<file path="src/rtl/pipe_ctrl.sv">
// Pipeline sequencing controller: merges stall requests, sequences multi-cycle EX ops,
// and issues a one-cycle flush with a redirect PC.
module pipe_ctrl #(
  parameter int unsigned STALL_W = 6,
  parameter int unsigned CNT_W   = 6
) (
  input  logic               clk,
  input  logic               rst,
  input  logic               stallreq_id,
  input  logic               stallreq_ex,
  input  logic               stallreq_mem,
  input  logic               mc_start,
  input  logic [CNT_W-1:0]   mc_cycles,
  input  logic               flush_req,
  input  logic [31:0]        flush_pc,
  output logic [STALL_W-1:0] stall,
  output logic               flush,
  output logic [31:0]        new_pc,
  output logic               mc_busy,
  output logic               mc_done
);

  typedef enum logic [1:0] {StIdle, StMcRun, StMcDone, StFlush} state_e;

  // Hold patterns: each stage requester also holds everything upstream of it.
  localparam logic [STALL_W-1:0] StallId  = STALL_W'(6'b000111);
  localparam logic [STALL_W-1:0] StallEx  = STALL_W'(6'b001111);
  localparam logic [STALL_W-1:0] StallMem = STALL_W'(6'b011111);

  state_e            state_q, state_d;
  logic [CNT_W-1:0]  cnt_q, cnt_d;
  logic [31:0]       pc_q, pc_d;

  // State, counter and redirect-PC registers
  always_ff @(posedge clk) begin
    if (rst) begin
      state_q <= StIdle;
      cnt_q   <= '0;
      pc_q    <= '0;
    end else begin
      state_q <= state_d;
      cnt_q   <= cnt_d;
      pc_q    <= pc_d;
    end
  end

  // Next-state logic; flush_req overrides everything and aborts any multi-cycle op
  always_comb begin
    state_d = state_q;
    cnt_d   = cnt_q;
    pc_d    = pc_q;
    if (flush_req) begin
      state_d = StFlush;
      cnt_d   = '0;
      pc_d    = flush_pc;
    end else begin
      unique case (state_q)
        StIdle: begin
          if (mc_start) begin
            // Lengths 0 and 1 both give a single stall cycle
            if (mc_cycles <= CNT_W'(1)) begin
              state_d = StMcDone;
              cnt_d   = '0;
            end else begin
              state_d = StMcRun;
              cnt_d   = mc_cycles - CNT_W'(1);
            end
          end
        end
        StMcRun: begin
          // A MEM stall freezes the sequencer so the op length is counted in free cycles
          if (!stallreq_mem) begin
            cnt_d = cnt_q - CNT_W'(1);
            if (cnt_q == CNT_W'(1)) begin
              state_d = StMcDone;
            end
          end
        end
        StMcDone: state_d = StIdle;
        StFlush:  state_d = StIdle;
        default:  state_d = StIdle;
      endcase
    end
  end

  // Stall vector, combinational from state and the live requests
  always_comb begin
    stall = '0;
    if (state_q == StFlush) begin
      stall = '0;
    end else if (stallreq_mem) begin
      stall = StallMem;
    end else if (stallreq_ex || (state_q == StMcRun) || ((state_q == StIdle) && mc_start)) begin
      stall = StallEx;
    end else if (stallreq_id) begin
      stall = StallId;
    end
  end

  // Registered outputs decoded straight from the state register
  always_comb begin
    flush   = (state_q == StFlush);
    mc_busy = (state_q == StMcRun);
    mc_done = (state_q == StMcDone);
    new_pc  = pc_q;
  end

endmodule

</file>
<file path="config.mk">
export PLATFORM = sky130hd
export DESIGN_NAME = pipe_ctrl
export DESIGN_NICKNAME = d
export VERILOG_FILES = /design/src/rtl/pipe_ctrl.sv
export SDC_FILE = /design/constraint.sdc
export NUM_CORES = 1
export LEC_CHECK = 0
export BUFFER_PORTS_ARGS = -buffer_cell sky130_fd_sc_hd__buf_2
export CORE_MARGIN = 3
export CORE_UTILIZATION = 42
export CTS_CLUSTER_DIAMETER = 100
export DETAILED_ROUTE_END_ITERATION = 10
export GPL_ROUTABILITY_DRIVEN = 0
export PLACE_DENSITY = 0.76
export SLEW_MARGIN = 15
export SYNTH_ARGS = -nofsm -noshare
export SYNTH_HDL_FRONTEND = slang
export SYNTH_SLANG_ARGS = --single-unit
</file>
<file path="constraint.sdc">
create_clock -name clk -period 1.3 [get_ports clk]
set_clock_uncertainty 0.15 [all_clocks]
set_input_delay 0 -clock clk [delete_from_list [all_inputs] [get_ports clk]]
set_output_delay 0 -clock clk [all_outputs]
set_load 0.1 [all_outputs]
</file>
Word-level counts from Yosys, hierarchy flattened:

Cells that the tools add are included.

* input port bits: 45
* flip-flop bits (word level): 40

* muxes and demuxes: 14
* reductions and logical operators: 9
* $lt $le $gt $ge: 1
* add/subtract/negate cells: 2
* equality and inequality tests: 9

Operators by type and width (count)
* $mux 6: 3
* $pmux 6 s2: 1
* $sub 6x1->6 const B: 2
* $mux 2: 5
* $mux 5: 2
* $eq 6x1->1 const B: 1
* $le 6x1->1 const B: 1
* $ne 3x3->1 const B: 2
* $pmux 2 s3: 1
* $reduce_and 3->1: 2
* $eq 2x2->1 const B: 2
* $mux 4: 1
* $ne 2x2->1 const B: 2
* $reduce_or 2->1: 2
* $mux 3: 1
* $ne 3x2->1 const B: 1
* $eq 2x1->1 const B: 1
* $logic_not 2->1: 1
* $logic_or 1x1->1: 2
* $reduce_bool 2->1: 1
* $logic_and 1x1->1: 1

Longest topological paths before layout:

Gate-level depths: netlist of the first run.

* word-level depth: 6
* gate-level depth with buffers: 7

Worst setup path after synthesis of the first run:

No wires, ideal clock.

* kind: register to output
* start: reg state_q[0]
* end: out stall[1]
* data arrival time: 3.165 ns
* path buffers: 2
* path slack: -2.015 ns
* data required time: 1.150 ns
* cell stages (with the launch flop): 6
* path through: dfxtp_1 -> buf_6 -> nor2_1 -> o22ai_1 -> a21o_1 -> buf_4

* word-level cells in the longest chain between the ends: 6

Ends and longest elaborated chain
* start: declaration: RTL line 30 `state_e state_q, state_d;`
* start signal: assignment: RTL line 37 `state_q <= StIdle;`
* start signal: assignment: RTL line 41 `state_q <= state_d;`
* $eq 2x1->1 or $logic_not 2->1 (tied branches): RTL line 93 `end else if (stallreq_ex || (state_q == StMcRun) || ((state_q == StIdle) && mc_start)) begin`
* $logic_or 1x1->1 or $logic_and 1x1->1 (tied branches): RTL line 93
* $logic_or 1x1->1: RTL line 93
* $mux 4: RTL line 93
* $mux 5: RTL line 91 `end else if (stallreq_mem) begin`
* $mux 5 (*): RTL line 89 `if (state_q == StFlush) begin`
* end: declaration: RTL line 16 `output logic [STALL_W-1:0] stall,`

Mark *: on every way between the ends. The rest lies on a longest branch, timed or not.

Final worst setup path of the first run:

* start: reg state_q[1]
* end: out stall[0]

The elaborated chain is that of the path after synthesis.

==> results.yml, run 1 <==
run_status:
  status: "finished, violations left"
  violations: "negative setup slack"
clock_network:
  cts_root_buffer: "clkbuf_8"
  htreeDepth: 2
  cts_made_buffers: 5
  cts.path.max_buffers: 2
  clkSlewWorstSetupHoldPaths_ps: 80
  tritoncts: "done"
  number_of_sinks_driven_by_the_clock_tree: 40
  clkLatencyLatePin_ps: 280
cells_and_area:
  fraction_of_layout_instances_using_a_drive_strength_above_1: 0.5780
  layout.cells.most_common_list: "buf_2, nor2_1, dfxtp_2, dlygate4sd3_1, mux2i_1"
  num-nets-final: 394
  area.growth.synth_to_final_pct: 79.69
  fin_util: 0.8069
  design_area_final_um2: 3321
  final_cells: 396
  n_antenna_cell: 0
  layout_commonest_cell: "buf_2"
logic_synthesis:
  synth-xor-area-share: 0.01422
  synth-edff-count: 0
  syn-num-nets: 248
  syn_area_um2: 1848
  yosys-mux-area-fraction: 0.1733
  synth_adder_area_share: 0.02708
  post_synth_num_cell_types: 39
  synthesis.yosys.warnings: 0
  syn_avg_cell_area_um2: 9.287
  synth_ff_type: "dfxtp_1"
  post_synth_inst_count: 199
  synth_top_family_by_area: "simple AND/OR/NAND/NOR gates"
  ys_async_sr_fraction: 0
  synth_top_cell_by_area: "dfxtp_1"
  synth.top_cell.area_share: 0.4333
  synth_seq_cells: 40
  part_of_the_yosys_area_used_for_sequential_elements: 0.4333
  synth-simple-area-share: 0.1781
  synth_compound_area_frac: 0.09682
  yosys-top-cells-area: "dfxtp_1, mux2i_1, nor2_1"
timing:
  setup_viol: 16
  max-slew-margin-rel: 0.6601
  hold_ws_ps: 7.916
  setup_slack_ps: -221.1
  layout_min_cycle_time_ps: 1521
  finalHoldViolations: 0
  max_freq_mhz: 657.4
  timing.final.crit_share: 1.170
  worstMarginPinSlew_ps: 513.3
  finalMaxSlewViolations: 0
  grt_setup_unrepaired: "true"
routing:
  postRouteWirelength_mm: 6.446
  wire_per_inst_um: 16.28
  drtIter0Drc: 161
  detail_route.first_pass.iterations: 4
  dr_total_vias: 2068
  detail_route.drc_violations: 0
  drt.antenna.violating_nets: 0
  post_drt_via_cell_ratio: 5.222
placed_design:
  place_hpwl_mm: 3.528
  placement.io_buffers: 84
  numPlacedInstances: 348
  dp_worst_setup_slack_ps: -223.5
  postPlaceCellArea_um2: 2654
setup_path:
  rrSetupSlack_ps: -190
  sequence_of_cells_on_the_critical_path: "buf_6 -> nand2_1 -> a21o_4 -> buf_12"
  path_class: "reg -> out"
  timing.critical_path.arrival_ps: 1370
  timing.critical_path.from_type: "flop"
  crit_path_top_delay_cell: "dfxtp_1"
  cp_max_fo: 4
  timing.critical_path.required_ps: 1150
  worst_path_largest_cell_delay_ps: 400
  cp_capture_type: "output pin"
floorplanning:
  floorplan.die_area_um2: 5232
  core.rowCount: 23
  number_of_primary_i_o_pins: 86
  starting_density_of_the_core: 0.4491
  fp.dieH_um: 72.33
  floorplan.core_area_um2: 4115
  floorplan.die.width_um: 72.33
job:
  max_cap_viol_count: 0
grt:
  grt_max_degree: 29
  antenna_found_initial: 0
  first_global_vias: 2005
  grt.overflow.total: 0
  grt_first_pass_wirelength_mm: 9.308
  globalRouteTotalUtil: 0.2243
pwr:
  cellPowerDensity_nw_per_um2: 1157
  power.leakage_nw: 1.589
  max-vdd-ir-drop_uv: 944.3
min_path:
  worst_hold_path_type: "in -> reg"
path summary, 6_finish.rpt:
kind                      from          to  cells past startpoint
setup / recovery    state_q[1]    stall[0]                      4
hold / removal    mc_cycles[0]    cnt_q[0]                      5
setup reg to reg    state_q[0]  state_q[1]                      5
hold reg to reg     new_pc[28]  new_pc[28]                      2
report_power, final:
group          total, W  leakage, nW  internal, W  switching, W
combinational   0.00149         1.19     0.000513      0.000973
clock          0.000999       0.0552     0.000570      0.000429
sequential      0.00136        0.342      0.00131     0.0000479
metrics by stage:
stage | total power, W | TNS (ps)
4_1_cts | 0.003759 | -1421
6_report | 0.003844 | -2148
2_1_floorplan | 0.002311 | -3253
5_1_grt | 0.003974 | -2797
3_5_place_dp | 0.002617 | -1376
3_3_place_gp | 0.002604 | -1196
routing by layer:
metal | vias up | share of wire | global-route usage
li1 | 970 | - | -
met1 | 975 | 0.38 | 0.2539
met2 | 98 | 0.52 | 0.4085
met4 | 0 | 0.040 | 0.08768
met5 | - | 0 | 0
met3 | 25 | 0.057 | 0.04571
cells in the mapped netlist, types with 4 or more instances:
cell type and instances:
o21ai_0 6, dfxtp_1 40, inv_1 8, a21oi_1 7, nor3_1 4, nor2_1 44
mux2i_1 32, clkbuf_1 6, ha_1 4
sequential cells by signal, indices dropped and copies added (netlist names):
signal and count:
state_q 2, new_pc 32, cnt_q 6
what timing repair did:
| item | 4_1_cts | 5_1_grt |
|---|---|---|
| pin swaps | 16 | 5 |
| gates resized for setup | 31 | 16 |
| hold buffers | 34 | 0 |
| buffers inserted | 6 | 0 |
| endpoints found under the hold margin | 39 | 0 |
| endpoints found under the setup margin | 16 | 19 |
cell type report:
class                      count  area (um2)
clock buffer                   6       72.57
clock inverter                 2       35.03
fill                         239       794.5
inverter                       8       33.78
multi-input combinational    136        1092
sequential                    40       847.1
tap                           50       62.56
timing repair buffer         154        1177
worst max-delay path: cells and delay by family (launching register included):
| kind | cells | cell delay (ps) |
|---|---|---|
| flops | 1 | 400 |
| buf+inv | 2 | 310 |
| compound gates | 1 | 260 |
| simple gates | 1 | 100 |
logic make-up after synthesis:
family,count (synthesis)
other cells,1
buf+inv,23
compound gates,27
simple gates,69
mux,32
flops,40
xor+xnor,3
fa+ha+maj,4
No activity file was read; power rests on OpenSTA's default activity.
==> run 2: changes to the inputs <==
--- a/config.mk
+++ b/config.mk
@@ -12,6 +12,8 @@
 export DETAILED_ROUTE_END_ITERATION = 10
 export GPL_ROUTABILITY_DRIVEN = 0
 export PLACE_DENSITY = 0.76
+export SKIP_CTS_REPAIR_TIMING = 1
+export SKIP_LAST_GASP = 1
 export SLEW_MARGIN = 15
 export SYNTH_ARGS = -nofsm -noshare
 export SYNTH_HDL_FRONTEND = slang
==> run 2 against run 1 <==
The flow finishes with violations (negative hold slack, negative setup slack). Setup slack better by 15 ps. Largest cell class unchanged. Critical path depth is 1 higher. Register-to-register slack hardly changed. Highest routed layer unchanged. Flip-flop and latch count stayed put. Hold slack worse by 24 ps. Final area is 4.6% lower. Largest power group unchanged.
==> results.yml, run 2 (synthesized netlist as in run 1, its figures left out) <==
floorplanning:
  floorplan.die.width_um: 72.33
  core.rowCount: 23
  number_of_primary_i_o_pins: 86
  starting_density_of_the_core: 0.4491
  floorplan.die_area_um2: 5232
  fp.dieH_um: 72.33
  floorplan.core_area_um2: 4115
cells_and_area:
  n_antenna_cell: 0
  area.growth.synth_to_final_pct: 71.36
  layout_commonest_cell: "buf_2"
  fraction_of_layout_instances_using_a_drive_strength_above_1: 0.5116
  largest_register_ff_count: 32
  fin_util: 0.7695
  num-nets-final: 392
  layout.cells.most_common_list: "buf_2, nor2_1, dlygate4sd3_1, dfxtp_2, mux2i_1"
  fill_cells: 266
clock_network:
  clkSlewWorstSetupHoldPaths_ps: 70
  cts_root_buffer: "clkbuf_8"
  tritoncts: "done"
  number_of_sinks_driven_by_the_clock_tree: 40
  cts.path.max_buffers: 2
  htreeDepth: 2
  cts_made_buffers: 5
  clkLatencyLatePin_ps: 280
timing:
  layout_min_cycle_time_ps: 1506
  hold_ws_ps: -16.03
  totalNegativeSetupSlack_ps: -1997
  setup_slack_ps: -206.4
  grt_setup_unrepaired: "true"
  finalMaxSlewViolations: 0
  timing.final.crit_share: 1.159
  max_freq_mhz: 663.8
  setup_viol: 16
  finalHoldViolations: 1
setup_path:
  cp_capture_type: "output pin"
  timing.rr.start: "state_q[0]"
  worstPathBufferInverterCount: 2
  timing.critical_path.from_type: "flop"
  timing.critical_path.from: "state_q[0]"
  path_class: "reg -> out"
  timing.critical_path.required_ps: 1150
  critical_path.top_delay_family: "flip-flops"
  sequence_of_cells_on_the_critical_path: "buf_6 -> nor2_4 -> o22ai_4 -> a21o_4 -> buf_12"
  crit_path_top_delay_cell: "dfxtp_2"
  worst_path_largest_cell_delay_ps: 350
  cp_max_fo: 5
  timing.critical_path.arrival_ps: 1360
pwr:
  share_of_power_burned_in_combinational_logic: 0.369
  max-vdd-ir-drop_uv: 850.8
  cellPowerDensity_nw_per_um2: 1171
  power_switching_w: 0.001364
  swShare: 0.3681
  power.clock.fraction: 0.266
  internal_power_w: 0.002343
  power.leakage_nw: 1.552
  share_seq_of_total_power: 0.365
routing:
  drt.antenna.violating_nets: 0
  drtIter0Drc: 134
  post_drt_via_cell_ratio: 4.982
  dr_total_vias: 1963
  postRouteWirelength_mm: 5.465
  wire_per_inst_um: 13.87
  detail_route.first_pass.iterations: 5
  detail_route.drc_violations: 0
grt:
  globalRouteTotalUtil: 0.1656
  grt_first_pass_wirelength_mm: 7.003
  grt.overflow.total: 0
  grt_max_degree: 29
  antenna_found_initial: 0
  first_global_vias: 1666
placed_design:
  place_hpwl_mm: 3.528
  placement.io_buffers: 84
run_status:
  status: "finished, violations left"
  violations: "negative hold slack, negative setup slack"
min_path:
  worst_hold_path_type: "in -> reg"
  hold_start: "stallreq_mem"
job:
  max_cap_viol_count: 0
run 2: changes by cell type in the layout (fill, tap and decap cells not counted), sizes merged:
cell         previous run  this run
dlygate4sd3            34        35
buf                   120       117
run 2: worst register-to-register path, stage by stage, from the launching register on:
cell,delay [ps]
dfxtp_2,350
or2b_2,360
a21o_4,260
a211oi_2,180
a211oi_1,80
run 2: power by group through the flow:
stage | clock [W] | combinational, W | sequential, W
5_1_grt | 0.00106 | 0.00144 | 0.00136
4_1_cts | 0.000998 | 0.00125 | 0.00135
6_report | 0.000986 | 0.00137 | 0.00135
3_3_place_gp | 0 | 0.00123 | 0.00137
2_1_floorplan | 0 | 0.000510 | 0.00180
3_5_place_dp | 0 | 0.00124 | 0.00137
run 2: layer usage:
layer	global-route usage	wire, um
met1	0.1991	2151
met2	0.2851	2856
met3	0.04294	328
met4	0.05637	129
met5	0	0
run 2: final cells by class:
cell class | instances | area (um2) | area share
clock buffers | 6 | 72.57 | 0.02292
clock inverters | 2 | 35.03 | 0.01106
multi-input cells | 136 | 974.7 | 0.3078
repair buffers | 152 | 1146 | 0.3619
well taps | 50 | 62.56 | 0.01976
inverters | 8 | 33.78 | 0.01067
flip-flops and latches | 40 | 842.1 | 0.2659
run 2: per-stage QoR:
step	cells	setup WS, ps	cell area (um2)	power (W)	hold slack (ps)
after floorplan	199	-492.1	1969	0.002311	-2.921
after global placement	348	-204.6	2654	0.002604	81.65
after detailed placement	348	-223.5	2654	0.002617	92.90
after CTS	356	-277.9	2761	0.003591	-203.2
after global routing	394	-245.2	3167	0.003855	15.85
final	394	-206.4	3167	0.003707	-16.03
run 2: worst paths after layout:
path | endpoint | slack [ps] | cells after the start
setup / recovery | stall[0] | -210 | 5
hold / removal | cnt_q[5] | -20 | 4
setup reg to reg | cnt_q[1] | -180 | 4
hold reg to reg | new_pc[28] | 330 | 2
